$ cat src/rtl/sar_adc_scheduler_pkg.sv
// sar_sched_pkg: shared state type and defaults for the SAR ADC scheduler
package sar_sched_pkg;
    typedef enum logic [1:0] {IDLE, SAMPLE, CONVERT, RESP} sched_state_t;
    localparam int DEF_N_CH = 4;
    localparam int DEF_N_BITS = 10;
    function automatic int max_int(input int a, input int b);
        return (a > b) ? a : b;
    endfunction
endpackage

$ cat src/rtl/sar_adc_scheduler_rr_arbiter.sv
// rr_arbiter: combinational round-robin pick, first request at or above ptr with wrap
module rr_arbiter #(
    parameter int N = 4,
    parameter int W = $clog2(N)
) (
    input  logic [N-1:0] req,
    input  logic [W-1:0] ptr,
    input  logic         en,
    output logic [N-1:0] gnt_onehot,
    output logic [W-1:0] gnt_idx,
    output logic         gnt_valid
);
    logic [W-1:0] idx;
    // scan from farthest to nearest offset so the nearest set request overwrites
    always_comb begin
        gnt_onehot = '0;
        gnt_idx = '0;
        gnt_valid = 1'b0;
        idx = '0;
        for (int i = N - 1; i >= 0; i--) begin
            idx = W'((int'(ptr) + i) % N);
            if (en && req[idx]) begin
                gnt_idx = idx;
                gnt_valid = 1'b1;
            end
        end
        if (gnt_valid) gnt_onehot[gnt_idx] = 1'b1;
    end
endmodule

$ cat src/rtl/sar_adc_scheduler.sv
// sar_adc_scheduler: round-robin sharing of one SAR ADC with sample, convert and timeout sequencing
module sar_adc_scheduler
    import sar_sched_pkg::*;
#(
    parameter int N_CH = DEF_N_CH,
    parameter int N_BITS = DEF_N_BITS,
    parameter int SAMPLE_CYCLES = 8,
    parameter int TIMEOUT_CYCLES = 4096,
    parameter int CH_W = $clog2(N_CH)
) (
    input  logic              clk,
    input  logic              reset,
    input  logic              enable,
    input  logic [N_CH-1:0]   req_valid,
    output logic [N_CH-1:0]   req_ack,
    output logic [CH_W-1:0]   adc_mux_sel,
    output logic              adc_hold,
    input  logic              adc_eoc,
    input  logic [N_BITS-1:0] adc_result,
    output logic              rsp_valid,
    output logic [CH_W-1:0]   rsp_ch,
    output logic [N_BITS-1:0] rsp_data,
    output logic              rsp_timeout,
    output logic              busy
);
    localparam int CNT_W = $clog2(max_int(SAMPLE_CYCLES, TIMEOUT_CYCLES));

    sched_state_t      state_q, state_d;
    logic [CH_W-1:0]   rr_ptr_q, rr_ptr_d;
    logic [CNT_W-1:0]  cnt_q, cnt_d;
    logic [CH_W-1:0]   mux_sel_q, mux_sel_d;
    logic              hold_q, hold_d;
    logic              eoc_q, eoc_d;
    logic              rsp_valid_q, rsp_valid_d;
    logic [CH_W-1:0]   rsp_ch_q, rsp_ch_d;
    logic [N_BITS-1:0] rsp_data_q, rsp_data_d;
    logic              rsp_timeout_q, rsp_timeout_d;
    logic [N_CH-1:0]   gnt_onehot;
    logic [CH_W-1:0]   gnt_idx;
    logic              gnt_valid;
    logic              arb_en;
    logic              eoc_rise;

    // grants only happen from IDLE, and never while reset is held
    assign arb_en = enable && (state_q == IDLE) && !reset;
    assign eoc_rise = adc_eoc && !eoc_q;

    rr_arbiter #(.N(N_CH), .W(CH_W)) u_arb (
        .req       (req_valid),
        .ptr       (rr_ptr_q),
        .en        (arb_en),
        .gnt_onehot(gnt_onehot),
        .gnt_idx   (gnt_idx),
        .gnt_valid (gnt_valid)
    );

    // next-state, counter and response capture for the conversion sequence
    always_comb begin
        state_d = state_q;
        rr_ptr_d = rr_ptr_q;
        cnt_d = cnt_q;
        mux_sel_d = mux_sel_q;
        rsp_ch_d = rsp_ch_q;
        rsp_data_d = rsp_data_q;
        rsp_timeout_d = rsp_timeout_q;
        eoc_d = adc_eoc;
        case (state_q)
            IDLE: if (gnt_valid) begin
                mux_sel_d = gnt_idx;
                rr_ptr_d = CH_W'((int'(gnt_idx) + 1) % N_CH);
                cnt_d = CNT_W'(SAMPLE_CYCLES - 1);
                state_d = SAMPLE;
            end
            SAMPLE: begin
                cnt_d = (cnt_q == '0) ? CNT_W'(TIMEOUT_CYCLES - 1) : cnt_q - CNT_W'(1);
                state_d = (cnt_q == '0) ? CONVERT : SAMPLE;
            end
            CONVERT: begin
                if (eoc_rise || cnt_q == '0) begin
                    rsp_ch_d = mux_sel_q;
                    rsp_data_d = eoc_rise ? adc_result : '0;
                    rsp_timeout_d = !eoc_rise;
                    state_d = RESP;
                end else begin
                    cnt_d = cnt_q - CNT_W'(1);
                end
            end
            default: state_d = IDLE;
        endcase
        hold_d = (state_d == CONVERT);
        rsp_valid_d = (state_d == RESP);
    end

    // state and output registers, cleared asynchronously
    always_ff @(posedge clk or posedge reset) begin
        if (reset) begin
            state_q <= IDLE;
            rr_ptr_q <= '0;
            cnt_q <= '0;
            mux_sel_q <= '0;
            hold_q <= 1'b0;
            eoc_q <= 1'b1;
            rsp_valid_q <= 1'b0;
            rsp_ch_q <= '0;
            rsp_data_q <= '0;
            rsp_timeout_q <= 1'b0;
        end else begin
            state_q <= state_d;
            rr_ptr_q <= rr_ptr_d;
            cnt_q <= cnt_d;
            mux_sel_q <= mux_sel_d;
            hold_q <= hold_d;
            eoc_q <= eoc_d;
            rsp_valid_q <= rsp_valid_d;
            rsp_ch_q <= rsp_ch_d;
            rsp_data_q <= rsp_data_d;
            rsp_timeout_q <= rsp_timeout_d;
        end
    end

    assign req_ack = gnt_onehot;
    assign adc_mux_sel = mux_sel_q;
    assign adc_hold = hold_q;
    assign rsp_valid = rsp_valid_q;
    assign rsp_ch = rsp_ch_q;
    assign rsp_data = rsp_data_q;
    assign rsp_timeout = rsp_timeout_q;
    assign busy = (state_q != IDLE);
endmodule

$ cat config.mk
export PLATFORM = sky130hd
export DESIGN_NAME = sar_adc_scheduler
export DESIGN_NICKNAME = d
export VERILOG_FILES = /design/src/rtl/sar_adc_scheduler_pkg.sv /design/src/rtl/sar_adc_scheduler_rr_arbiter.sv /design/src/rtl/sar_adc_scheduler.sv
export SDC_FILE = /design/constraint.sdc
export NUM_CORES = 1
export LEC_CHECK = 0
export ABC_AREA = 1
export BUFFER_PORTS_ARGS = -buffer_cell sky130_fd_sc_hd__buf_2
export CORE_MARGIN = 2
export CORE_UTILIZATION = 55
export DETAILED_ROUTE_END_ITERATION = 16
export PLACE_DENSITY_LB_ADDON = 0.2
export SLEW_MARGIN = 20
export SYNTH_ARGS = -nofsm -noshare
export SYNTH_HDL_FRONTEND = slang
export SYNTH_SLANG_ARGS = --single-unit
$ cat constraint.sdc
create_clock -name clk -period 2.5 [get_ports clk]
set_input_delay 0 -clock clk [delete_from_list [all_inputs] [get_ports clk]]
set_output_delay 0 -clock clk [all_outputs]
set_load 0.02 [all_outputs]
== Word level (Yosys, flattened, before mapping) ==
Cells that the tools add are included.

* Word-level logic and storage cells: 74
* Flip-flop bits (word level): 34
* Output and inout bits: 22

* Add/subtract/negate cells: 5
* $lt $le $gt $ge: 6
* Multiplexer cells: 28
* Eq/ne operators: 6
* Reductions and logical operators: 19

{| class="wikitable"
|+ Operator list
! kind !! number
|-
| $mux W12 || 3
|-
| $pmux W12 S3 || 1
|-
| $lt A2 B3 Y1 const B || 5
|-
| $mux W2 || 7
|-
| $logic_not A12 Y1 || 1
|-
| $sub A12 B1 Y12 const B || 1
|-
| $mux W10 || 1
|-
| $mux W1 || 9
|-
| $bmux W1 S2 || 4
|-
| $logic_and A1 B1 Y1 || 8
|-
| $eq A2 B2 Y1 const B || 3
|-
| $pmux W2 S3 || 1
|-
| $add A2 B1 Y2 const B || 2
|-
| $add A2 B2 Y2 const B || 2
|-
| $mux W4 || 1
|-
| $ne A2 B2 Y1 const B || 2
|-
| $reduce_and A2 Y1 || 2
|-
| $logic_not A1 Y1 || 3
|-
| $reduce_and A3 Y1 || 1
|-
| $reduce_bool A3 Y1 || 1
|-
| $demux W1 S2 || 1
|-
| $eq A2 B1 Y1 const B || 1
|-
| $ge A2 B1 Y1 const B || 1
|-
| $logic_not A2 Y1 || 1
|-
| 2 further kinds || 2
|}

== Depth between registers and ports, before layout ==
Gate-level depths: netlist (run 1).

* Depth in word-level cells: 13
* Depth in mapped cells: 15

== Modules after synthesis ==
A second synthesis (run 1) with hierarchy kept.

* Cell total of the unflattened synthesis: 280
* Area total of the unflattened synthesis: 2,074.5 um2

{| class="wikitable"
|+ By module, submodules not included
! module !! seq. area each (um2) !! cells an instance !! area each (um2) !! times used
|-
| sar_adc_scheduler || 852.1 || 215 || 1,717.9 || 1
|-
| rr_arbiter || 0.0 || 65 || 356.6 || 1
|}

== Worst setup path after synthesis (run 1) ==
OpenSTA, ideal clock, no wires.

* Path type: input to output
* Start point: input reset
* End point: output req_ack[0]
* Slack: 0.401 ns
* Arrival: 2.099 ns
* Cell stages on the path: 14
* Required time: 2.500 ns
* Cell sequence: inv_1 -> nand3_1 -> inv_1 -> nand3_1 -> inv_1 -> nor2_1 -> nand2_1 -> nand3_1 -> nand2_1 -> nand2_1 -> inv_1 -> ha_1 -> inv_1 -> nor2_1

* Longest elaborated chain between the ends: 12
* Elaborated cells on any way between the ends: 20
* Classes of those cells: order compare (2); mux (11); reduce/logical (7)

{| class="wikitable"
|+ RTL lines
! what !! RTL line !! source
|-
| from (decl) || sar_adc_scheduler.sv:12 || <nowiki>input logic reset,</nowiki>
|-
| $logic_not A1 Y1 (no source line) (*) || n/a ||
|-
| $logic_and A1 B1 Y1 (*) || sar_adc_scheduler.sv:45 || <nowiki>assign arb_en = enable && (state_q == IDLE) && !reset;</nowiki>
|-
| $logic_and A1 B1 Y1 || sar_adc_scheduler_rr_arbiter.sv:22 || <nowiki>if (en && req[idx]) begin</nowiki>
|-
| $mux W2 (3 in series) || sar_adc_scheduler_rr_arbiter.sv:22 ||
|-
| $mux W2 (*) || sar_adc_scheduler_rr_arbiter.sv:22 ||
|-
| net gnt_idx[1] || sar_adc_scheduler.sv:39 || <nowiki>logic [CH_W-1:0] gnt_idx;</nowiki>
|-
| $lt A2 B3 Y1 (implied by the code) or $ge A2 B1 Y1 (tied branches) || sar_adc_scheduler_rr_arbiter.sv:27 || <nowiki>if (gnt_valid) gnt_onehot[gnt_idx] = 1'b1;</nowiki>
|-
| $logic_and A1 B1 Y1 (implied by the code) || sar_adc_scheduler_rr_arbiter.sv:27 ||
|-
| $mux W1 (implied by the code) || sar_adc_scheduler_rr_arbiter.sv:27 ||
|-
| $demux W1 S2 (*) || n/a ||
|-
| $mux W4 (*) || sar_adc_scheduler_rr_arbiter.sv:27 ||
|-
| to (decl) || sar_adc_scheduler.sv:15 || <nowiki>output logic [N_CH-1:0] req_ack,</nowiki>
|}

The timed path passes the listed nets; every way through them passes the cells marked *.

== Final worst setup path (run 1) ==
* Start point: register state_q[0]
* End point: output req_ack[0]

* Longest elaborated chain between the ends: 13
* Elaborated cells on any way between the ends: 21
* Classes of those cells: order compare (2); mux (11); reduce/logical (8)

{| class="wikitable"
|+ RTL lines
! what !! RTL line !! source
|-
| from (decl) || sar_adc_scheduler.sv:28 || <nowiki>sched_state_t state_q, state_d;</nowiki>
|-
| from (signal assigned) || sar_adc_scheduler.sv:108 || <nowiki>state_q <= state_d;</nowiki>
|-
| $logic_not A2 Y1 (*) || sar_adc_scheduler.sv:45 ||
|-
| $logic_and A1 B1 Y1 (*) (2 in series) || sar_adc_scheduler.sv:45 ||
|-
| $logic_and A1 B1 Y1 || sar_adc_scheduler_rr_arbiter.sv:22 ||
|-
| $mux W2 (3 in series) || sar_adc_scheduler_rr_arbiter.sv:22 ||
|-
| $mux W2 (*) || sar_adc_scheduler_rr_arbiter.sv:22 ||
|-
| net gnt_idx[1] || sar_adc_scheduler.sv:39 ||
|-
| $lt A2 B3 Y1 (implied by the code) or $ge A2 B1 Y1 (tied branches) || sar_adc_scheduler_rr_arbiter.sv:27 ||
|-
| $logic_and A1 B1 Y1 (implied by the code) || sar_adc_scheduler_rr_arbiter.sv:27 ||
|-
| $mux W1 (implied by the code) || sar_adc_scheduler_rr_arbiter.sv:27 ||
|-
| $demux W1 S2 (*) || n/a ||
|-
| $mux W4 (*) || sar_adc_scheduler_rr_arbiter.sv:27 ||
|}

Marks and branches as above.

==> results of run 1 <==
==> final timing paths <==
check / startpoint / endpoint / slack [ns] / cells after the start
setup / recovery: state_q[0] / req_ack[0] / 0.22 / 16
hold / removal: req_valid[2] / adc_mux_sel[1] / 0.22 / 5
setup reg to reg: state_q[1] / cnt_q[10] / 0.48 / 11
hold reg to reg: rsp_ch[0] / rsp_ch[0] / 0.48 / 2
max in group asynchronous: reset / eoc_q / 1.74 / 4
min in group asynchronous: reset / cnt_q[11] / 0.43 / 4
==> cell usage in the layout (no fill, tap or decap) <==
master	n
nand2_4	1
o21ai_1	10
nand3_2	3
clkbuf_8	6
inv_1	35
nor2_4	1
nand2_1	71
nor2_2	4
nand2_2	4
buf_2	39
dfrtp_1	33
clkinvlp_4	1
ha_1	10
o21ai_0	12
a21oi_1	4
nand3_1	25
nor2_1	23
xnor2_1	2
nand4_1	2
inv_2	6
dlygate4sd3_1	12
nor3_1	1
a22o_1	10
inv_4	1
clkinv_2	1
xor2_1	4
nor3_2	1
buf_4	1
dfstp_2	1
nand3b_1	2
o21ai_4	1
ha_4	1
==> report_power, final <==
group | switching [mW] | total (mW) | internal [mW]
clock | 0.213 | 0.435 | 0.221
combinational | 0.971 | 1.51 | 0.544
sequential | 0.157 | 0.899 | 0.742
total | 1.34 | 2.85 | 1.51
==> layout make-up <==
type	instances	area [µm²]	area share, %
Clock buffer	6	82.6	3.24
Inverter	42	160	6.28
Tap cell	48	60.1	2.36
Sequential cell	34	852	33.4
Multi-Input combinational cell	192	1060	41.6
Timing Repair Buffer	52	323	12.7
Clock inverter	2	12.5	0.491
==> what timing repair did <==
item	in CTS	in global routing
setup endpoints to repair	0	4
hold buffers	12	0
resized for setup	0	6
setup buffers	0	0
endpoints found under the hold margin	44	0
==> cells by family (layout without fill, tap and decap cells) <==
logic type	after synthesis	after routing	synth area share, %
AO/OA/AOI/OAI	37	37	11.1
XOR/XNOR	6	6	2.49
adder cells (fa/ha/maj)	11	11	6.53
buffers and inverters	48	102	9.86
flip-flops	34	34	40.4
AND/OR/NAND/NOR	138	138	29.6
==> state kept, by name, summed over array words and instances (netlist names) <==
name,flops
rr_ptr_q,2
rsp_data,10
state_q,2
rsp_valid,1
rsp_timeout,1
cnt_q,12
rsp_ch,2
adc_hold,1
eoc_q,1
adc_mux_sel,2
==> through the flow <==
step,utilization (%),setup WS [ns]
final,69.7,0.217
after floorplan,-,0.401
after global routing,69.7,0.0188
after detailed placement,63.4,0.326
after CTS,69.3,0.00745
after global placement,63.4,0.386
==> worst max-delay path, delay by kind of cell (launching register included) <==
kind / cells / cell delay, ns
buffers and inverters: 6 / 0.64
and+or+nand+nor: 8 / 0.61
DFF: 1 / 0.42
adders and majority gates: 2 / 0.32
==> routing by layer <==
layer | vias to the layer above | global-route usage, % | wire [µm]
li1 | 977 | - | -
met3 | 9 | 5.45 | 174
met5 | - | 0 | 0
met4 | 0 | 10.7 | 89
met2 | 32 | 41.5 | 2360
met1 | 865 | 27.4 | 2000
==> out/metrics.cfg, run 1 <==
[logic_synthesis]
synth_seq_cells=34
synth.most_common_cell=nand2_1
syn-num-nets=303
synthDistinctLibCells=28
synthTopCellsByArea=dfrtp_1 39%, nand2_1 13%, inv_1 6.8%
synthCells=274
avgSynthCellArea_um2=7.69
synth_area_leader_cell=dfrtp_1
ys_top_cells_by_count=71 x nand2_1, 38 x inv_1, 33 x dfrtp_1
yosysWarnings=0
synthesis.area_um2=2110
ys_async_sr_fraction_pct=100
synth-main-ff-cell=dfrtp_1
synth-seq-area-share_pct=40.4
synth_top_area_share_pct=39.2
synth_edf_count=0

[die]
die_w_um=65.9
die_y_um=65.9
start_util_pct=57.6
row_count=22
die_area_um2=4340
io_pins=40
coreArea_um2=3660

[grt]
grt-ovfl-total=0
antenna_found_initial=0
grt_max_degree=35
grt_first_pass_wirelength_um=7800
grt_pass1_vias=1864
grt_usage_pct=23.7

[sta]
report.final.hold_viol_count=0
worst_pin_slew_ns=0.535
slew_viol_final=0
setup_viol=0
slew_headroom_pct=64.2
whs_ns=0.219
min_period_over_period_pct=91.3
fmax_ghz=0.438
setup_tns_ns=0
min_period_ns=2.28
clock_skew_ns=0.00591
rsz0062_at_grt=no

[placed_design]
portBuffers=39
dp_hpwl_um=3230
place_area_um2=2320
routabilityCongestion=0.940
place_inst=356

[drt]
routed_via_density=5.01
routedWlPerCell_um=12.3
num_vias=1883
firstDrtPassIters=4
drt_wl_total_um=4630
drcViolationCount=0
drtIter0Drc=123
antenna_left=0

[power]
power_mw=2.85
power_per_cell_area_nw_per_um2=1120
vdd_drop_max_uv=594
p_leak_nw=1.43

[flow_run]
drv_cap=0

[layout]
nNetsFinal=356
nFillCells=302
layout-drive-gt1-share_pct=22.0
num_antenna_cells=0
layout.cells.non_filler=376
area_growth_pct=21.0
final_area_um2=2550

[worst_setup_path]
critPathMaxFanout=5
worstPathArrival_ns=2.28
crit_path_top_delay_cell=dfrtp_1
end_kind=primary output
path_class=reg2out
path_cells=inv_2 -> ha_4 -> nand3_1 -> inv_2 -> nand3_1 -> inv_1 -> nor2_1 -> nand2_1 -> nand3_1 -> nand2_1 -> nand2_1 -> inv_1 -> ha_1 -> inv_1 -> nor2_1 -> buf_2
cp.required_ns=2.50
max_stage_delay_ns=0.42
cp-start-kind=register

[worst_hold_path]
hold_path_class=in2reg

[clock_network]
clock_path_buffers=2
cts_tree=done
clk_pin_slew_ns=0.07
cts_buffers=5
root_buffer=clkbuf_8
cts_num_sinks=34
clk_latency_ns=0.29
cts_max_level=2

[outcome]
status=finished, final reports clean

Note: power is estimated with default switching activity, not from simulation.
==> run 2, diff against run 1 <==
--- a/config.mk
+++ b/config.mk
@@ -8,7 +8,7 @@
 export ABC_AREA = 1
 export BUFFER_PORTS_ARGS = -buffer_cell sky130_fd_sc_hd__buf_2
 export CORE_MARGIN = 2
-export CORE_UTILIZATION = 55
+export CORE_UTILIZATION = 50
 export DETAILED_ROUTE_END_ITERATION = 16
 export PLACE_DENSITY_LB_ADDON = 0.2
 export SLEW_MARGIN = 20
==> constraint.sdc (replaced) <==
create_clock -name clk -period 2 [get_ports clk]
set_input_delay 0 -clock clk [delete_from_list [all_inputs] [get_ports clk]]
set_output_delay 0 -clock clk [all_outputs]
set_load 0.02 [all_outputs]
==> run 2 against run 1 <==
- the flow now finishes with violations (negative setup slack)
- clock skew shrank 0.0040 ns
- total power grew 55%
- combinational power up 66%
- via count grew 8.0%
- die area is 9.4% higher
- sequential power increased by 25%
- sequential share of layout area down 4.7 points
- setup slack lost 0.35 ns
- critical endpoint is now req_ack[1]
- highest routed layer unchanged
==> out/metrics.cfg, run 2 (synthesis gave the netlist of run 1 again) <==
[power]
vdd_drop_max_uv=972
p_comb_share_pct=56.7
p_sw_share_pct=43.8
power_per_cell_area_nw_per_um2=1480
seqPwrFrac_pct=25.5
power.share.clock_pct=17.8
internal-power_mw=2.48
p_sw_mw=1.93
p_leak_nw=1.58
power_mw=4.41

[layout]
final_util_pct=73.9
nFillCells=295
layout-drive-gt1-share_pct=35.7
regArea_um2=855
largest_register=cnt_q
nNetsFinal=381
multiInputGateArea_um2=1200
layout_commonest_cell=nand2_1
layout.cells.non_filler=403
largest_reg_flops=12
mostFrequentLayoutCells=61 x nand2_1, 36 x buf_2, 31 x dfrtp_1, 30 x inv_1, 23 x buf_4
area_growth_pct=41.4
num_antenna_cells=0

[sta]
slew_viol_final=0
layout_setup_ws_ns=-0.132
clock_skew_ns=0.00191
setup_viol=5
rsz0062_at_grt=yes
min_period_ns=2.13
fmax_ghz=0.469
report.final.hold_viol_count=0
slew_headroom_pct=68.8
min_period_over_period_pct=107
worst_pin_slew_ns=0.465
whs_ns=0.234

[die]
io_pins=40
die_y_um=68.9
row_count=23
die_area_um2=4750
start_util_pct=52.3
coreArea_um2=4030
die_w_um=68.9

[placed_design]
dp_hpwl_um=3200
place_inst=363
portBuffers=39
routabilityCongestion=0.877

[grt]
grt_first_pass_wirelength_um=7820
grt_pass1_vias=1902
antenna_found_initial=0
grt-ovfl-total=0
grt_max_degree=35
grt_usage_pct=22.1

[worst_setup_path]
path_class=reg2out
worstPathArrival_ns=2.13
max_stage_delay_ns=0.43
path_cells=buf_12 -> inv_4 -> nand2_1 -> nand3_2 -> nand3_4 -> inv_4 -> nor2_1 -> nand2_1 -> nand3_1 -> nand2_1 -> nand2_2 -> inv_2 -> ha_1 -> inv_1 -> nor2_2 -> buf_6
cp-start-kind=register
cp.required_ns=2.00
cpMostUsedCell=nand2_1
critPathMaxFanout=7
crit_path_top_delay_cell=dfrtp_2
end_kind=primary output

[drt]
routedWlPerCell_um=13.2
drcViolationCount=0
antenna_left=0
drt_wl_total_um=5300
num_vias=2034
drtIter0Drc=111
routed_via_density=5.05
firstDrtPassIters=4

[clock_network]
cts_max_level=2
root_buffer=clkbuf_8
clk_pin_slew_ns=0.07
cts_num_sinks=34
clk_latency_ns=0.29
clock_path_buffers=2
cts_buffers=5
cts_tree=done

[outcome]
status=complete, but fails checks
violations=negative setup slack

[flow_run]
drv_cap=0

[worst_hold_path]
hold_path_class=in2reg

run 2: routing by layer:
| metal | wire (µm) | track usage (%) | vias up |
|---|---|---|---|
| li1 | - | - | 1028 |
| met1 | 2340 | 25.4 | 947 |
| met2 | 2660 | 39.7 | 47 |
| met3 | 179 | 3.41 | 12 |
| met4 | 121 | 11.0 | 0 |
| met5 | 0 | 0 | - |
run 2: through the flow:
| stage | setup TNS, ns | worst slack (ns) | cell area, µm² |
|---|---|---|---|
| 2_1_floorplan | 0 | 0.0161 | 2120 |
| 6_report | -0.532 | -0.132 | 2980 |
| 3_3_place_gp | 0 | 0.111 | 2370 |
| 5_1_grt | -1.48 | -0.260 | 2980 |
| 3_5_place_dp | 0 | 0.0550 | 2370 |
| 4_1_cts | -0.0249 | -0.0147 | 2820 |
run 2: final cells by class:
type	count	share of cell area (%)
inverters	42	5.84
repair buffers	77	18.4
well taps	50	2.10
flip-flops and latches	34	28.7
clock inverters	2	2.02
clock buffers	6	2.77
multi-input cells	192	40.2
run 2: worst paths after layout:
path / startpoint / endpoint / slack [ns] / depth (start not counted)
worst max-delay path: rr_ptr_q[0] / req_ack[1] / -0.13 / 16
worst min-delay path: enable / adc_mux_sel[1] / 0.23 / 5
worst max register to register: state_q[0] / adc_mux_sel[1] / -0.11 / 16
worst min register to register: rsp_ch[0] / rsp_ch[0] / 0.47 / 2
max in group asynchronous: reset / eoc_q / 1.22 / 4
min in group asynchronous: reset / rsp_data[3] / 0.45 / 4
run 2: timing repair:
| action | in CTS | in global routing |
|---|---|---|
| endpoints found under the setup margin | 4 | 18 |
| buffers inserted | 16 | 7 |
| hold buffers | 12 | 0 |
| pin swaps | 10 | 12 |
| hold endpoints to repair | 44 | 0 |
| gates resized for setup | 24 | 31 |
run 2: power by group through the flow:
stage | clock network, mW | logic (mW) | registers (mW)
finish | 0.786 | 2.50 | 1.12
CTS | 0.798 | 2.16 | 1.13
floorplan | 0 | 1.34 | 1.26
global route | 0.820 | 2.80 | 1.15
detailed placement | 0 | 1.93 | 1.13
global placement | 0 | 1.89 | 1.12
run 2: critical path: cells and delay by family (launching register included):
family,cells,cell delay [ns]
AND/OR/NAND/NOR,9,0.70
flip-flops,1,0.43
buffers and inverters,6,0.57
adder cells (fa/ha/maj),1,0.14
